**src/rtl/tick_period_monitor.sv**
```systemverilog
// Receive-side checker for a periodic strobe: measures CLK cycles between rising
// edges of tick_i, flags early/late intervals, counts errors and tracks lock.
module tick_period_monitor #(
  parameter int WIDTH      = 16,
  parameter int EXPECT     = 103,
  parameter int TOL        = 0,
  parameter int LOCK_COUNT = 4
) (
  input  logic             clk_i,
  input  logic             reset_i,
  input  logic             tick_i,
  output logic [WIDTH-1:0] period_o,
  output logic             valid_o,
  output logic             locked_o,
  output logic             err_early_o,
  output logic             err_late_o,
  output logic [7:0]       err_count_o
);

  localparam int GOOD_W = (LOCK_COUNT < 1) ? 1 : $clog2(LOCK_COUNT + 1);
  localparam int LO     = EXPECT - TOL;
  localparam int HI     = EXPECT + TOL;

  localparam logic [WIDTH-1:0]  CNT_MAX   = '1;
  localparam logic [WIDTH-1:0]  LO_CNT    = (LO > 0) ? WIDTH'(LO) : '0;
  localparam logic [WIDTH-1:0]  HI_CNT    = WIDTH'(HI);
  localparam logic [GOOD_W-1:0] GOOD_LAST = GOOD_W'(LOCK_COUNT - 1);
  localparam logic [GOOD_W-1:0] GOOD_FULL = GOOD_W'(LOCK_COUNT);

  typedef enum logic [1:0] {
    S_IDLE,
    S_MEASURE,
    S_LOCKED
  } state_e;

  state_e            state_q, state_d;
  logic              tick_q;
  logic [WIDTH-1:0]  cnt_q, cnt_d;
  logic [GOOD_W-1:0] good_q, good_d;
  logic              late_flag_q, late_flag_d;
  logic [WIDTH-1:0]  period_q, period_d;
  logic              valid_q, valid_d;
  logic              locked_q, locked_d;
  logic              early_q, early_d;
  logic              late_q, late_d;
  logic [7:0]        err_cnt_q, err_cnt_d;

  logic tick_edge;
  logic in_window;
  logic is_early;

  assign tick_edge = tick_i & ~tick_q;
  assign in_window = (cnt_q >= LO_CNT) && (cnt_q <= HI_CNT);
  assign is_early  = (cnt_q < LO_CNT);

  // Interval counter: restarts at 1 on an edge so a strobe every N cycles reads N.
  always_comb begin
    if (tick_edge) begin
      cnt_d = WIDTH'(1);
    end else if (cnt_q != CNT_MAX) begin
      cnt_d = cnt_q + WIDTH'(1);
    end else begin
      cnt_d = cnt_q;
    end
  end

  // NOTE: every always_comb output gets a default first so no path can infer a latch.
  always_comb begin
    state_d     = state_q;
    good_d      = good_q;
    late_flag_d = late_flag_q;
    period_d    = period_q;
    valid_d     = 1'b0;
    early_d     = 1'b0;
    late_d      = 1'b0;

    unique case (state_q)
      S_IDLE: begin
        // First edge only opens the measurement; it has no interval to report.
        if (tick_edge) begin
          state_d     = S_MEASURE;
          good_d      = '0;
          late_flag_d = 1'b0;
        end
      end

      S_MEASURE, S_LOCKED: begin
        if (tick_edge) begin
          period_d    = cnt_q;
          valid_d     = 1'b1;
          late_flag_d = 1'b0;
          if (late_flag_q) begin
            // Interval already reported late: neither good nor early.
            good_d = '0;
          end else if (is_early) begin
            early_d = 1'b1;
            good_d  = '0;
            state_d = S_MEASURE;
          end else if (in_window && state_q == S_MEASURE) begin
            if (good_q == GOOD_LAST) begin
              good_d  = GOOD_FULL;
              state_d = S_LOCKED;
            end else begin
              good_d = good_q + GOOD_W'(1);
            end
          end
        end else if (cnt_q == HI_CNT && !late_flag_q) begin
          late_d      = 1'b1;
          late_flag_d = 1'b1;
          good_d      = '0;
          state_d     = S_MEASURE;
        end
      end

      default: state_d = S_IDLE;
    endcase
  end

  assign locked_d = (state_d == S_LOCKED);

  always_comb begin
    err_cnt_d = err_cnt_q;
    if ((early_d || late_d) && err_cnt_q != 8'hFF) begin
      err_cnt_d = err_cnt_q + 8'd1;
    end
  end

  // NOTE: sequential state uses non-blocking assignments only, so all registers
  // update from the same pre-edge values.
  always_ff @(posedge clk_i) begin
    // tick_q keeps tracking the input through reset so a strobe already high at
    // release is not mistaken for a fresh edge.
    tick_q <= tick_i;
    if (reset_i) begin
      state_q     <= S_IDLE;
      cnt_q       <= '0;
      good_q      <= '0;
      late_flag_q <= 1'b0;
      period_q    <= '0;
      valid_q     <= 1'b0;
      locked_q    <= 1'b0;
      early_q     <= 1'b0;
      late_q      <= 1'b0;
      err_cnt_q   <= '0;
    end else begin
      state_q     <= state_d;
      cnt_q       <= cnt_d;
      good_q      <= good_d;
      late_flag_q <= late_flag_d;
      period_q    <= period_d;
      valid_q     <= valid_d;
      locked_q    <= locked_d;
      early_q     <= early_d;
      late_q      <= late_d;
      err_cnt_q   <= err_cnt_d;
    end
  end

  assign period_o    = period_q;
  assign valid_o     = valid_q;
  assign locked_o    = locked_q;
  assign err_early_o = early_q;
  assign err_late_o  = late_q;
  assign err_count_o = err_cnt_q;

endmodule
```
**config.mk**
```make
export PLATFORM = sky130hd
export DESIGN_NAME = tick_period_monitor
export DESIGN_NICKNAME = d
export VERILOG_FILES = /design/src/rtl/tick_period_monitor.sv
export SDC_FILE = /design/constraint.sdc
export NUM_CORES = 1
export LEC_CHECK = 0
export BUFFER_PORTS_ARGS = -buffer_cell sky130_fd_sc_hd__buf_2
export CORE_MARGIN = 2
export CORE_UTILIZATION = 35
export DETAILED_ROUTE_END_ITERATION = 10
export GPL_TIMING_DRIVEN = 0
export HOLD_SLACK_MARGIN = 0.06
export PLACE_DENSITY_LB_ADDON = 0.05
export SYNTH_ARGS = -nofsm -noshare
export SYNTH_HDL_FRONTEND = slang
export SYNTH_SLANG_ARGS = --single-unit
```
**constraint.sdc**
```tcl
create_clock -name clk_i -period 2.5 [get_ports clk_i]
set_input_delay 0.375 -clock clk_i [delete_from_list [all_inputs] [get_ports clk_i]]
set_output_delay 0.375 -clock clk_i [all_outputs]
set_load 0.1 [all_outputs]
```
==> run metrics <==
GRT Total Usage=between 15 and 20%; GRT busiest layer=met2; crit path kind=flip-flop to flip-flop; Routed Antenna Nets=0; Yosys reg bits=51; Max VDD drop=0.258 mV; Worst Tran Pin Value=around 0.67 ns; vias per inst=5.20; final setup skew=around 0.0051 ns; clock root buffer=clkbuf_8; met1 Resource Use GR=a little over a fifth; Final Slew Violations=0; total power=~0.0016 W; via count=2132; Routed WL=around 5.7 mm; wire per inst=13.8 um; Max Fanout on Critical Path=6; RSZ-0062 raised after global routing=yes; pre-CTS setup slack=-0.00487 ns; I/O Pins=31; Post-Synthesis Cell Area=around 2400 sq um; Initial Util=35.6%; largest net degree at the start of global routing=17; power per cell area=~570 nW/um^2; GP Congestion=0.770; Critical Path Sink Type=flip-flop; setup ws final=around 0.069 ns; top post-synthesis cells by count=51 x dfxtp_1, 50 x nand2_1, 33 x a21oi_1; Area Overhead vs Synth=17.0%; outcome=complete, no violations; Worst Path Arrival=2.66 ns; Fillers=~710; die area=around 7500 sq um; top_reg_cell synth=dfxtp_1; leak pwr=about 1.1 nW; Worst-path clk slew=0.09 ns; synthesized area per cell=between 8 and 9 sq um; first-pass GRT wire length=9.47 mm; Max-Cap Viols=0; Max clock buf depth=2; most numerous cell in the Yosys netlist=dfxtp_1; Yosys top cell area share=a little over two fifths; Post-synth EDFFs=0; Nets=339; worst-skew pair later-pin latency=about 0.30 ns; ratio of cells with drive above 1 in the final layout=15.5%; DRT iter0 DRCs=about 100; DRT Pass-1 Iters=4; CORE AREA=about 6700 sq um; Cells after Synth=about 300; syn_nets=302; top post-synthesis cells by area=dfxtp_1 43%, nand2_1 7.9%, a21oi_1 7.0%; Port Buffers=30; die height=86.4 um; Final period util=97.2%; Max Clk Rate=~0.41 GHz; clock net sink count=51; # diodes=0; cell taking the most area after synthesis=dfxtp_1; startpoint types=flip-flop; post-DP HPWL=between 4 and 5 mm; Final Hold Fails=0; CTS tree=yes; CP required=around 2.7 ns; post-route minimum period=roughly 2.4 ns; Syn. warnings=0; register area share after synthesis=43.0%; worst relative slew slack=approximately 55%; CTS Buf Count=5; met3 Use GR=under 10%; remaining global-route overflow=0; initial antenna violation count=0; Final setup viols=0; vias in the first global route=slightly below 2k; Die W=86.4 um; Cell Rows=30; H-tree levels=2; drc violations=0; Cell variety after synth=41; Hold Crit Class=primary input to flip-flop; routing usage on met2=a little over a quarter; fraction of registers with async set/reset=0%
kinds of logic after synthesis:
kind of cell	share of synthesized area, %
AO/OA/AOI/OAI	16.3
XOR/XNOR	2.21
adder cells (fa/ha/maj)	3.69
buffers and inverters	2.84
flip-flops	43.0
multiplexers	2.53
AND/OR/NAND/NOR	29.5
layout by cell type (no fill, tap or decap), drive strengths merged, types with 7 or more instances in the layout:
master / n
o21ai: 11
nand2: 50
nor3: 9
buf: 31
and3: 11
clkbuf: 13
a21oi: 33
nand3: 13
ha: 7
inv: 9
dfxtp: 51
nand2b: 8
nor2: 22
per-stage QoR:
stage / TNS (ns) / instances / hold WS (ns) / area, sq um / util [%]
5_1_grt: -0.00322 / 410 / 0.200 / 2780 / 41.6
3_5_place_dp: -0.00487 / 402 / 0.445 / 2630 / 39.3
6_report: 0 / 410 / 0.211 / 2780 / 41.6
2_1_floorplan: 0 / 292 / 0.403 / 2380 / -
4_1_cts: 0 / 409 / 0.201 / 2760 / 41.3
3_3_place_gp: 0 / 402 / 0.443 / 2630 / 39.3
final cells by class:
| type | instances | area, sq um | share of cell area, % |
|---|---|---|---|
| clock buffers | 5 | 68.8 | 2.48 |
| well taps | 80 | 100 | 3.60 |
| multi-input cells | 223 | 1300 | 46.7 |
| inverters | 9 | 33.8 | 1.22 |
| flip-flops and latches | 51 | 1020 | 36.8 |
| repair buffers | 31 | 158 | 5.67 |
| plain buffers | 8 | 30.0 | 1.08 |
| clock inverters | 3 | 67.6 | 2.43 |
registers in the layout, indices dropped and copies added (netlist names):
signal and count:
period_o 16, err_count_o 8, err_late_o 1, late_flag_q 1
err_early_o 1, valid_o 1, tick_q 1, good_q 3
locked_o 1, state_q 2, cnt_q 16
worst max-delay path, stage by stage, from the launching register on:
cell and delay [ns]:
dfxtp_2 0.37, or4_4 0.58, or4_4 0.56, a211o_1 0.35
or3_1 0.36, a21oi_1 0.14
routing by layer:
metal	up-vias	share of wire, %
met2	28	46
li1	1110	-
met5	-	0
met1	992	50
met4	0	0.58
met3	2	3.4
report_power, final:
part | internal (W) | total (W) | switching [W]
sequential | 0.000819 | 0.000826 | 0.00000700
clock | 0.000399 | 0.000677 | 0.000278
combinational | 0.0000237 | 0.0000816 | 0.0000579
final timing paths:
check / endpoint / start / slack [ns] / depth (start not counted)
max: err_count_o[5]$_SDFFE_PP0P_ / cnt_q[15]$_SDFFE_PP0P_ / 0.07 / 5
min: tick_q$_DFF_P_ / tick_i / 0.21 / 1
max reg2reg: err_count_o[5]$_SDFFE_PP0P_ / cnt_q[15]$_SDFFE_PP0P_ / 0.07 / 5
min reg2reg: period_o[8]$_SDFFE_PP0P_ / period_o[8]$_SDFFE_PP0P_ / 0.46 / 2
timing repair:
item                                    CTS  global route
gates resized for setup                   0             5
hold buffers                              0             0
setup buffers                             0             1
endpoints found under the setup margin    2            10
pin swaps                                 0             1
Power figures use the tool's default switching activity.
